===== src/rtl/back_icon_scheduler.sv =====
// Interconnect transfer scheduler: buffers (src, receiver-mask) transfers in a FIFO and issues
// them in order onto a pool of channels, tracking outstanding receivers and aborting stale channels.
module back_icon_scheduler #(
  parameter int NUM_ICON_CHANNELS = 4,
  parameter int NUM_EXEC_UNITS    = 4,
  parameter int SRC_W             = $clog2(NUM_EXEC_UNITS),
  parameter int NUM_RX            = 2*NUM_EXEC_UNITS+2,
  parameter int DEPTH             = 8,
  parameter int ISSUE_W           = 2,
  parameter int TIMEOUT           = 15,
  parameter int OCC_W             = $clog2(DEPTH)+1
) (
  input  logic                                clk,
  input  logic                                reset,
  input  logic [SRC_W-1:0]                    instr_src_i,
  input  logic [NUM_RX-1:0]                   instr_rcv_i,
  input  logic                                instr_valid_i,
  output logic                                instr_ready_o,
  output logic [NUM_ICON_CHANNELS-1:0]        ch_active_o,
  output logic [NUM_ICON_CHANNELS*SRC_W-1:0]  ch_src_addr_o,
  output logic [NUM_ICON_CHANNELS*NUM_RX-1:0] ch_rcv_list_o,
  input  logic [NUM_ICON_CHANNELS*NUM_RX-1:0] ch_success_i,
  output logic                                timeout_o,
  output logic [NUM_ICON_CHANNELS-1:0]        timeout_ch_o,
  output logic [OCC_W-1:0]                    occupancy_o
);

  localparam int PTR_W = $clog2(DEPTH);
  localparam int AGE_W = $clog2(TIMEOUT+1);
  localparam int CH_W  = (NUM_ICON_CHANNELS > 1) ? $clog2(NUM_ICON_CHANNELS) : 1;
  localparam logic [AGE_W-1:0] AGE_LAST = AGE_W'(TIMEOUT-1);

  logic [SRC_W-1:0]  fifo_src [DEPTH];
  logic [NUM_RX-1:0] fifo_rcv [DEPTH];
  logic [PTR_W-1:0]  rd_ptr, wr_ptr;
  logic [OCC_W-1:0]  occ, occ_next, pop_cnt;
  logic              push;

  logic [NUM_ICON_CHANNELS-1:0] busy;
  logic [SRC_W-1:0]             ch_src   [NUM_ICON_CHANNELS];
  logic [NUM_RX-1:0]            ch_rem   [NUM_ICON_CHANNELS];
  logic [AGE_W-1:0]             ch_age   [NUM_ICON_CHANNELS];
  logic [NUM_RX-1:0]            rem_next [NUM_ICON_CHANNELS];
  logic [NUM_ICON_CHANNELS-1:0] done, abort;

  logic [NUM_ICON_CHANNELS-1:0] claim;
  logic [SRC_W-1:0]             claim_src [NUM_ICON_CHANNELS];
  logic [NUM_RX-1:0]            claim_rcv [NUM_ICON_CHANNELS];

  assign push     = instr_valid_i && instr_ready_o;
  assign occ_next = occ + OCC_W'(push) - pop_cnt;

  // In-order issue: each candidate is considered only while every earlier one went out.
  always_comb begin : issue_logic
    logic             stop, conflict, found;
    logic [CH_W-1:0]  sel;
    logic [PTR_W-1:0] idx;
    logic [SRC_W-1:0] c_src;
    logic [NUM_RX-1:0] c_rcv;
    // NOTE: every variable written here gets a default first, so no path can infer a latch.
    claim    = '0;
    pop_cnt  = '0;
    stop     = 1'b0;
    conflict = 1'b0;
    found    = 1'b0;
    sel      = '0;
    idx      = '0;
    c_src    = '0;
    c_rcv    = '0;
    for (int ch = 0; ch < NUM_ICON_CHANNELS; ch++) begin
      claim_src[ch] = '0;
      claim_rcv[ch] = '0;
    end
    for (int k = 0; k < ISSUE_W; k++) begin
      idx      = rd_ptr + PTR_W'(k);
      c_src    = fifo_src[idx];
      c_rcv    = fifo_rcv[idx];
      conflict = 1'b0;
      found    = 1'b0;
      sel      = '0;
      for (int ch = 0; ch < NUM_ICON_CHANNELS; ch++) begin
        if ((busy[ch] && ch_src[ch] == c_src) || (claim[ch] && claim_src[ch] == c_src))
          conflict = 1'b1;
        if (!found && !busy[ch] && !claim[ch]) begin
          found = 1'b1;
          sel   = CH_W'(ch);
        end
      end
      if (stop || OCC_W'(k) >= occ) begin
        stop = 1'b1;
      end else if (c_rcv == '0) begin
        pop_cnt = pop_cnt + OCC_W'(1);
      end else if (found && !conflict) begin
        claim[sel]     = 1'b1;
        claim_src[sel] = c_src;
        claim_rcv[sel] = c_rcv;
        pop_cnt        = pop_cnt + OCC_W'(1);
      end else begin
        stop = 1'b1;
      end
    end
  end

  // Done takes priority over abort when the last receiver succeeds on the final cycle.
  always_comb begin
    for (int ch = 0; ch < NUM_ICON_CHANNELS; ch++) begin
      rem_next[ch] = ch_rem[ch] & ~ch_success_i[ch*NUM_RX +: NUM_RX];
      done[ch]     = busy[ch] && (rem_next[ch] == '0);
      abort[ch]    = busy[ch] && (rem_next[ch] != '0) && (ch_age[ch] == AGE_LAST);
    end
  end

  // NOTE: the FIFO storage has no reset; pointers and count alone define which entries are valid.
  always_ff @(posedge clk) begin
    if (push) begin
      fifo_src[wr_ptr] <= instr_src_i;
      fifo_rcv[wr_ptr] <= instr_rcv_i;
    end
  end

  // NOTE: all state below updates with non-blocking assignments so every read sees pre-edge values.
  always_ff @(posedge clk) begin
    if (reset) begin
      rd_ptr        <= '0;
      wr_ptr        <= '0;
      occ           <= '0;
      instr_ready_o <= 1'b1;
      busy          <= '0;
      timeout_o     <= 1'b0;
      timeout_ch_o  <= '0;
      for (int ch = 0; ch < NUM_ICON_CHANNELS; ch++) begin
        ch_src[ch] <= '0;
        ch_rem[ch] <= '0;
        ch_age[ch] <= '0;
      end
    end else begin
      rd_ptr        <= rd_ptr + PTR_W'(pop_cnt);
      wr_ptr        <= wr_ptr + PTR_W'(push);
      occ           <= occ_next;
      instr_ready_o <= (occ_next < OCC_W'(DEPTH));
      timeout_o     <= |abort;
      timeout_ch_o  <= abort;
      for (int ch = 0; ch < NUM_ICON_CHANNELS; ch++) begin
        if (done[ch] || abort[ch]) begin
          busy[ch]   <= 1'b0;
          ch_src[ch] <= '0;
          ch_rem[ch] <= '0;
          ch_age[ch] <= '0;
        end else if (busy[ch]) begin
          ch_rem[ch] <= rem_next[ch];
          ch_age[ch] <= ch_age[ch] + AGE_W'(1);
        end else if (claim[ch]) begin
          busy[ch]   <= 1'b1;
          ch_src[ch] <= claim_src[ch];
          ch_rem[ch] <= claim_rcv[ch];
          ch_age[ch] <= '0;
        end
      end
    end
  end

  assign ch_active_o = busy;
  assign occupancy_o = occ;

  for (genvar ch = 0; ch < NUM_ICON_CHANNELS; ch++) begin : g_out
    assign ch_src_addr_o[ch*SRC_W +: SRC_W]   = ch_src[ch];
    assign ch_rcv_list_o[ch*NUM_RX +: NUM_RX] = ch_rem[ch];
  end

endmodule


===== config.mk =====
export PLATFORM = sky130hd
export DESIGN_NAME = back_icon_scheduler
export DESIGN_NICKNAME = d
export VERILOG_FILES = /design/src/rtl/back_icon_scheduler.sv
export SDC_FILE = /design/constraint.sdc
export NUM_CORES = 1
export LEC_CHECK = 0
export BUFFER_PORTS_ARGS = -buffer_cell sky130_fd_sc_hd__clkbuf_2
export CORE_ASPECT_RATIO = 1.5
export CORE_MARGIN = 2
export CORE_UTILIZATION = 29
export DETAILED_ROUTE_END_ITERATION = 12
export GPL_ROUTABILITY_DRIVEN = 0
export PLACE_DENSITY = 0.41
export SLEW_MARGIN = 20
export SYNTH_ARGS = -nofsm -noshare
export SYNTH_HDL_FRONTEND = slang
export SYNTH_SLANG_ARGS = --single-unit

===== constraint.sdc =====
create_clock -name clk -period 5.6 [get_ports clk]
set_input_delay 0.28 -clock clk [delete_from_list [all_inputs] [get_ports clk]]
set_output_delay 0.28 -clock clk [all_outputs]
set_load 0.01 [all_outputs]

== Word-level counts from Yosys, hierarchy flattened ==
Memories as Yosys holds them, arrays and structs flattened. A register that Yosys moved wholly into a read port is not among the register bits.
Cells that the tools add are included.

* Input bits: 55
* Memory bits (writable): 160
* Output and inout bits: 62
* Memories: 5
* Register bits after elaboration: 20
* Word-level logic and storage cells: 330

* Add/subtract/negate cells: 10
* Equal/unequal tests: 16
* Reductions and logical operators: 80
* Muxes and demuxes: 153
* Order comparisons: 11
* Bitwise logic cells: 45

{| class="wikitable"
|+ Memories
! memory !! words !! bits a word !! rd ports !! clocked after memory_dff !! write ports !! line !! source
|-
| fifo_rcv || 8 || 10 || 2 || 1 || 1 || 34 || <nowiki>logic [NUM_RX-1:0] fifo_rcv [DEPTH];</nowiki>
|-
| ch_rem || 4 || 10 || 4 || 0 || 4 || 41 || <nowiki>logic [NUM_RX-1:0] ch_rem [NUM_ICON_CHANNELS];</nowiki>
|-
| ch_age || 4 || 4 || 4 || 0 || 4 || 42 || <nowiki>logic [AGE_W-1:0] ch_age [NUM_ICON_CHANNELS];</nowiki>
|-
| fifo_src || 8 || 2 || 2 || 1 || 1 || 33 || <nowiki>logic [SRC_W-1:0] fifo_src [DEPTH];</nowiki>
|-
| ch_src || 4 || 2 || 4 || 0 || 4 || 40 || <nowiki>logic [SRC_W-1:0] ch_src [NUM_ICON_CHANNELS];</nowiki>
|}

{| class="wikitable"
|+ Operators by type and width
! operator !! count
|-
| $mux 40 || 6
|-
| $mux 10 || 14
|-
| $mux 4 || 22
|-
| $mux 1 || 81
|-
| $logic_not 10->1 || 6
|-
| $mux 8 || 6
|-
| $logic_and 1x1->1 || 41
|-
| $and 10x10->10 || 4
|-
| $and 40x40->40 || 1
|-
| $bwmux 40 || 1
|-
| $demux 10 s2 || 2
|-
| $not 10->10 || 4
|-
| $reduce_bool 10->1 || 4
|-
| $or 1x1->1 || 32
|-
| $mux 2 || 14
|-
| $eq 2x2->1 || 12
|-
| $add 4x1->4 const B || 5
|-
| $eq 4x4->1 const B || 4
|-
| $logic_not 1->1 || 15
|-
| $logic_or 1x1->1 || 9
|-
| $and 8x8->8 || 1
|-
| $bwmux 8 || 1
|-
| $demux 2 s2 || 2
|-
| $ge 1x4->1 const A || 2
|-
| other kinds (16) || 26
|}

== Depth between registers and ports, before layout ==
Gate-level depths: netlist (run 1).

* Depth in word-level cells: 45
* Mapped depth: 22
* Depth with buffers taken out: 19

== Least setup slack after synthesis (run 1) ==
OpenSTA, ideal clock, no wires.

* Kind: flip-flop to flip-flop
* Start: reg rd_ptr[0]
* End: reg instr_ready_o
* Arrival: 4.105 ns
* Data required time: 5.486 ns
* Path slack: 1.382 ns
* Period minus slack after synthesis: 4.218 ns
* Library setup time: 0.114 ns
* Cell stages (with the launch flop): 20
* Buffers on the path: 1
* Cell sequence: dfxtp_1 ha_1 buf_2 mux4_2 mux2i_4 mux2i_1 nor4_1 o211a_1 o21ai_1 a21oi_1 ha_1 inv_1 a211o_1 ha_1 ha_1 a21o_1 a21oi_1 xnor2_1 nor2_1 inv_1

* Longest elaborated chain between the ends: 16
* Elaborated cells on any way between the ends: 35
* Those cells by class: add/sub (2); order compare (1); eq/ne (8); mux (7); reduce/logical (15); memory (2)

{| class="wikitable"
|+ Ends and longest elaborated chain
! item !! line !! source
|-
| from (decl) || 35 || <nowiki>logic [PTR_W-1:0] rd_ptr, wr_ptr;</nowiki>
|-
| from (signal assigned) || 137 || <nowiki>rd_ptr <= rd_ptr + PTR_W'(pop_cnt);</nowiki>
|-
| $add 3x1->3 * || 75 || <nowiki>idx = rd_ptr + PTR_W'(k);</nowiki>
|-
| $mem_v2 8x2 || - ||
|-
| $eq 2x2->1 || 82 || <nowiki>if ((busy[ch] && ch_src[ch] == c_src) || (claim[ch] && claim_src[ch] == c_src))</nowiki>
|-
| $logic_and 1x1->1 || 82 ||
|-
| $logic_or 1x1->1 || 82 ||
|-
| $mux 1 (4 in series) || 82 ||
|-
| $logic_not 1->1 || 93 || <nowiki>end else if (found && !conflict) begin</nowiki>
|-
| $logic_and 1x1->1 || 93 ||
|-
| $mux 4 || 93 ||
|-
| $mux 4 * || 91 || <nowiki>end else if (c_rcv == '0) begin</nowiki>
|-
| $mux 4 * || 89 || <nowiki>if (stop || OCC_W'(k) >= occ) begin</nowiki>
|-
| $sub 4x4->4 * || 51 || <nowiki>assign occ_next = occ + OCC_W'(push) - pop_cnt;</nowiki>
|-
| $lt 4x4->1 * || 140 || <nowiki>instr_ready_o <= (occ_next < OCC_W'(DEPTH));</nowiki>
|-
| to (signal assigned) || 140 ||
|-
| to (decl) || 18 || <nowiki>output logic instr_ready_o,</nowiki>
|}

Mark *: on every way between the ends. The rest lies on a longest branch, timed or not.
A chain may end at the register's enable or synchronous reset.

== Worst setup path in the final report (run 1) ==
Same ends and word-level chain as after synthesis.

==> results of run 1 <==
==> power by group through the flow <==
stage,logic [uW],clock network [uW],registers (uW)
2_1_floorplan,2170,0,2030
3_3_place_gp,3240,0,2070
3_5_place_dp,3230,0,2080
4_1_cts,3240,1250,2050
5_1_grt,3500,1300,2080
6_report,3220,1220,2040
==> cells in the final DEF, fill, tap and decap left out, types with 7 or more instances in the layout <==
master	n
nor2b_1	34
nand2b_1	13
nor4_1	13
a22oi_1	19
edfxtp_1	160
o22ai_1	13
a21oi_1	34
nor3_1	21
nor2_1	48
a31oi_1	14
o31ai_1	11
nand2_1	46
a32oi_1	7
nand3_1	25
xor2_1	14
xnor2_1	12
and3_1	7
clkbuf_16	17
mux2i_1	21
clkbuf_2	116
mux4_2	45
dfxtp_1	19
buf_4	21
or4_1	7
ha_1	18
inv_1	41
==> critical path, delay by kind of cell, from the launching register on <==
family / cells / cell delay, ns
flip-flops: 1 / 0.87
buffers and inverters: 4 / 0.84
AND/OR/NAND/NOR: 6 / 1.03
AO/OA/AOI/OAI: 7 / 1.24
adder cells (fa/ha/maj): 3 / 0.80
XOR/XNOR: 1 / 0.08
==> cell families after synthesis <==
family | Yosys count | synth area share [%]
adders and majority gates | 21 | 2.79
muxes | 74 | 13.4
and+or+nand+nor | 251 | 13.2
DFF | 180 | 52.2
buffers and inverters | 87 | 3.63
AOI/OAI and AO/OA | 168 | 12.4
xor gates and xnor gates | 27 | 2.37
==> synth_stat cells (4+ instances only) <==
| cell type | number | area (sq um) |
|---|---|---|
| o31ai_1 | 11 | 82.6 |
| ha_1 | 19 | 238 |
| a21oi_1 | 34 | 170 |
| nand2_1 | 46 | 173 |
| clkbuf_1 | 23 | 86.3 |
| a211o_1 | 5 | 43.8 |
| or4_1 | 7 | 52.6 |
| dfxtp_1 | 20 | 400 |
| mux4_2 | 45 | 1010 |
| nor4_1 | 13 | 81.3 |
| a2bb2oi_1 | 4 | 35.0 |
| nand4_1 | 4 | 25.0 |
| o22ai_1 | 13 | 81.3 |
| a221oi_1 | 4 | 35.0 |
| mux2_2 | 5 | 56.3 |
| buf_1 | 6 | 22.5 |
| a32oi_1 | 7 | 61.3 |
| o21ai_1 | 6 | 30.0 |
| xnor2_1 | 12 | 105 |
| nand2b_1 | 13 | 81.3 |
| nor2_1 | 52 | 195 |
| a22oi_1 | 19 | 143 |
| nor2b_1 | 34 | 213 |
| edfxtp_1 | 160 | 4800 |
| xor2_1 | 15 | 131 |
| and3_1 | 7 | 43.8 |
| a31oi_1 | 14 | 87.6 |
| buf_2 | 13 | 65.1 |
| o221a_1 | 5 | 56.3 |
| or3_1 | 5 | 31.3 |
| nor3_1 | 24 | 120 |
| inv_1 | 41 | 154 |
| mux2i_1 | 21 | 210 |
| a211oi_1 | 5 | 37.5 |
| nand3_1 | 25 | 125 |
| o32ai_1 | 5 | 43.8 |
==> sequential cells by signal, indices dropped and copies added, names as in the netlist <==
register	count
ch_active_o	4
rd_ptr	3
timeout_ch_o	4
wr_ptr	3
ch_src	8
instr_ready_o	1
timeout_o	1
fifo_rcv	80
occupancy_o	4
fifo_src	16
ch_age	16
ch_rem	40
==> through the flow <==
step | cells | power [uW] | worst slack (ns)
2_1_floorplan | 808 | 4200 | 1.38
3_3_place_gp | 1325 | 5320 | 0.572
3_5_place_dp | 1325 | 5310 | 0.529
4_1_cts | 1357 | 6540 | 0.516
5_1_grt | 1357 | 6880 | 0.122
6_report | 1357 | 6480 | 0.584
==> layout make-up <==
class | instances | area [sq um] | area share (%)
Sequential cell | 180 | 5210 | 44.6
Inverter | 42 | 158 | 1.35
Tap cell | 425 | 532 | 4.56
Multi-Input combinational cell | 541 | 4450 | 38.2
Timing Repair Buffer | 137 | 738 | 6.32
Clock inverter | 15 | 159 | 1.36
Clock buffer | 17 | 425 | 3.64
==> routing by layer <==
metal,track usage [%],vias to the layer above
li1,-,3401
met1,20.0,3647
met2,34.4,223
met3,2.62,50
met4,8.92,0
met5,0,-
==> path summary, 6_finish.rpt <==
| check | cells after the start | start | to |
|---|---|---|---|
| worst max-delay path | 21 | rd_ptr[0] | instr_ready_o |
| worst min-delay path | 1 | instr_src_i[0] | fifo_src[0][0] |
| worst max register to register | 21 | rd_ptr[0] | instr_ready_o |
| worst min register to register | 2 | wr_ptr[0] | wr_ptr[0] |
==> results.md, run 1 <==
- Largest net degree at the start of global routing: 32
- VDD IR max: 0.197 mV
- CTS Buf Count: 17
- Final Hold Viols: 0
- Critical path launch point type: flip-flop
- Syn avg cell area: roughly 12 sq um
- DRC: 0
- #FFs+latches synth: 180
- Die H: 231 um
- Routed WL: between 30000 and 40000 um
- DRT antenna net count: 0
- Max clock buf depth: 2
- Cell area after layout: about 0.012 sq mm
- Detail Route met3 WL: around 1200 um
- # nets final: just under 1000
- Post-Syn Nets: around 880
- Asr flop ratio synth: 0%
- Total vias in the final route: approximately 7300
- Final Skew: 0.00971 ns
- DR iter-0 viols: around 450
- Cell breakdown of the critical path: buf_4 -> buf_4 -> nor3_1 -> a211o_1 -> nand4_1 -> a21oi_1 -> nor2_1 -> nand2_1 -> o31ai_1 -> a21oi_1 -> ha_1 -> a21oi_1 -> nor3_1 -> ha_1 -> inv_1 -> ha_1 -> a21o_1 -> a21oi_1 -> xnor2_1 -> nor2_1 -> inv_1
- Hold WS: 0.0914 ns
- N_diodes: 0
- Netlist Area Pre-Place: roughly 0.01 sq mm
- Part of the power in the clock network: about a fifth
- Critical Path RT: slightly below 6 ns
- P_leak: approximately 0.0041 uW
- Htree depth: 4
- Status: completed
- Vias in the first global route: ~7400
- Maximum clock rate: 199 MHz
- Area grow syn2layout: 17.0%
- Post-CTS setup buffer count: 0
- Critical path arrival: between 5 and 6 ns
- Register area share after synthesis: 52.2%
- Layout fillers: about 3400
- Worst-Margin Slew: roughly 1.0 ns
- Layout cells sized above 1: 26.1%
- Routed len/inst: ~24 um
- Power Density: about 560 mW/mm^2
- Most used DFF post-synth: edfxtp_1
- Antenna violations before repair: 0
- Core Region: ~0.034 sq mm
- Critical path endpoint category: flip-flop
- Slowest-stage cell, CP: dfxtp_2
- Hold crit path type: in -> reg
- Seq pwr share: 31.5%
- Routed wl met2: around 18000 um
- Die X: roughly 160 um
- TNS Setup: 0 ns
- Full die area: around 0.036 sq mm
- Fin util: between 30% and 40%
- Clock Pin Slew Worst Setup and Hold Paths: roughly 0.070 ns
- Post-DP Area: ~0.011 sq mm
- Post-cts sizing count: 0
- # Max-Cap Violations: 0
- Cell count after synthesis: 808
- Yosys warning count: 0
- Sw Ratio: 43.3%
- DP HPWL: 25000 um
- Largest stage delay on the critical path: between 0.8 and 0.9 ns
- Cell Rows: 83
- Vias/cell: between 5 and 6
- Slew HR: 30.6%
- Minimum clock period: around 5 ns
- Port bufs: 116
- Setup Viol. Count Final: 0
- Worst skew pair latency: 0.47 ns
- Synth cell types: 78
- Final period utilization: between 80% and 90%
- RSZ-0062 raised after global routing: false
- Global-route wire length before repair: ~48000 um
- I/O pin total: about 120
- Most frequent cell on the critical path: a21oi_1
- EDFF count, synth: 160
- CTS Sinks: 180
- Psw: 2810 uW
- Top layer in use: met4
- CTS tree: built
- Initial Utilization: between 20% and 30%
- Total gr overflow: 0
- Combinational power share: 49.6%
- Final Slew Violations: 0
- WL met1: around 12000 um
- GRT Total Usage: 18.4%
- Pre-antenna DRT Iters: 9
- Internal power: ~3700 uW
- Critical Setup Path Class: reg -> reg
- CTS Root Cell: clkbuf_16
- Post-CTS Hold Fix Bufs: 0
- Max FO, Critical Path: 31
- FF-to-FF setup slack: around 0.58 ns
Power figures use the tool's default switching activity.
==> run 2: changes to the inputs <==
--- a/config.mk
+++ b/config.mk
@@ -12,6 +12,7 @@
 export DETAILED_ROUTE_END_ITERATION = 12
 export GPL_ROUTABILITY_DRIVEN = 0
 export PLACE_DENSITY = 0.41
+export REMOVE_ABC_BUFFERS = 1
 export SLEW_MARGIN = 20
 export SYNTH_ARGS = -nofsm -noshare
 export SYNTH_HDL_FRONTEND = slang
==> results.md, run 2 (synthesis results as in run 1) <==
- Core Region: between 0.03 and 0.04 sq mm
- CTS Sinks: 180
- Post-Layout Cell Count: between 1000 and 1500
- Cell area after layout: ~0.012 sq mm
- Post-cts sizing count: 0
- DRT antenna net count: 0
- Status: completed
- Layout fillers: about 3400
- P_leak: 0.00414 uW
- Max reg flops: 80
- Largest net degree at the start of global routing: a little under 60
- RR Startpoint: rd_ptr[0]
- DRC: 0
- Critical path arrival: about 5.2 ns
- Vias in the first global route: 7559
- Minimum clock period: between 4 and 5 ns
- CP startpoint: rd_ptr[0]
- Layout cells sized above 1: 25.8%
- Htree depth: 4
- Worst R2R End: instr_ready_o
- # nets final: about 1000
- FF-to-FF setup slack: between 0.7 and 0.8 ns
- VDD IR max: 0.204 mV
- Top Registers: fifo_rcv: 80 flops, ch_rem: 40 flops
- Critical path launch point type: flip-flop
- Power Density: between 500 and 600 mW/mm^2
- # Max-Cap Violations: 0
- Area grow syn2layout: 17.4%
- DR iter-0 viols: 634
- Port bufs: ~120
- Final Skew: 0.0114 ns
- Cell Rows: 83
- CP endpoint: instr_ready_o
- N_diodes: 0
- Initial Utilization: between 20% and 30%
- Total gr overflow: 0
- RSZ-0062 raised after global routing: false
- Vias/cell: between 5 and 6
- Register with the most flip-flops: fifo_rcv
- Routed len/inst: 23.4 um
- Fin util: about a third
- TNS Setup: 0 ns
- Hold crit path type: in -> reg
- Final Hold Viols: 0
- Die H: 231 um
- Clock Pin Slew Worst Setup and Hold Paths: around 0.07 ns
- Critical Path RT: just under 6 ns
- Post-CTS setup buffer count: 0
- Reg2reg path depth: 13
- DP Cell Count: ~1300
- DP HPWL: 24700 um
- Worst skew pair latency: 0.45 ns
- Die X: ~160 um
- Routed WL: 31800 um
- Hold WS: ~0.11 ns
- CTS Root Cell: clkbuf_16
- Pre-antenna DRT Iters: 5
- Critical Setup Path Class: reg -> reg
- Highest-count cells in the layout ignoring fill and taps: 160 x edfxtp_1, 116 x clkbuf_2, 50 x nor2_1
- Global-route wire length before repair: roughly 48000 um
- GRT Total Usage: 18.1%
- CTS tree: built
- Slew HR: between 30 and 40%
- Critical path endpoint category: flip-flop
- Final Slew Violations: 0
- Max clock buf depth: 2
- Setup Viol. Count Final: 0
- Total vias in the final route: approximately 7300
- I/O pin total: around 120
- Worst-Margin Slew: 0.911 ns
- Max FO, Critical Path: 14
- Antenna violations before repair: 0
- Commonest non-fill, non-tap cell in the layout: edfxtp_1
- CTS Buf Count: 17
- Full die area: 0.0359 sq mm
- Final period utilization: between 80% and 90%
- Post-CTS Hold Fix Bufs: 0
- Maximum clock rate: 206 MHz
- Post-DP Area: about 0.011 sq mm
==> run 2: cell count changes in the layout (fill, tap and decap cells not counted), sizes merged <==
cell,delta
clkinvlp,-1
bufinv,+2
inv,-9
clkinv,+6
buf,+4
==> run 2: worst min path at each step <==
stage	endpoint	slack [ns]	cells past startpoint	startpoint
final	fifo_rcv[1][6]	0.11	1	instr_rcv_i[6]
after global placement	fifo_rcv[4][0]	0.57	1	instr_rcv_i[0]
after detailed placement	fifo_rcv[1][6]	0.57	1	instr_rcv_i[6]
after CTS	fifo_rcv[1][6]	0.09	1	instr_rcv_i[6]
after global routing	fifo_rcv[1][6]	0.12	1	instr_rcv_i[6]
after floorplan	rd_ptr[1]	0.35	1	reset
==> run 2: worst max-delay path, stage by stage (launching register included) <==
cell	delay, ns
dfxtp_2	0.40
ha_2	0.68
mux4_2	0.61
or4_1	0.55
o41ai_1	0.52
o211ai_1	0.35
a211o_1	0.41
ha_1	0.33
ha_1	0.30
a21o_1	0.17
a21oi_1	0.16
xnor2_1	0.08
nor2_1	0.11
inv_1	0.05
==> run 2: metal layers <==
layer / track usage [%] / share of wire (%)
met3: 3.12 / 4.1
met2: 32.8 / 53
met4: 6.97 / 2.8
met1: 21.1 / 40
met5: 0 / 0
==> run 2: area by class of cell <==
class                      instances  area [sq um]  area share, %
multi-input combinational        541          4440           38.0
timing repair buffer             141           781           6.67
inverter                          42           158           1.35
clock buffer                      17           425           3.63
clock inverter                    13           159           1.36
tap                              425           532           4.54
sequential                       180          5210           44.5
==> run 2: stage by stage <==
step / power (uW) / setup WS (ns)
2_1_floorplan: 4130 / -1.35
3_3_place_gp: 5320 / 0.696
3_5_place_dp: 5320 / 0.667
4_1_cts: 6560 / 0.663
5_1_grt: 6920 / 0.358
6_report: 6490 / 0.748
==> run 2: where the power goes <==
part | internal (uW) | switching (uW)
clock network | 696 | 523
logic | 1250 | 2000
registers | 1800 | 220
total | 3740 | 2750
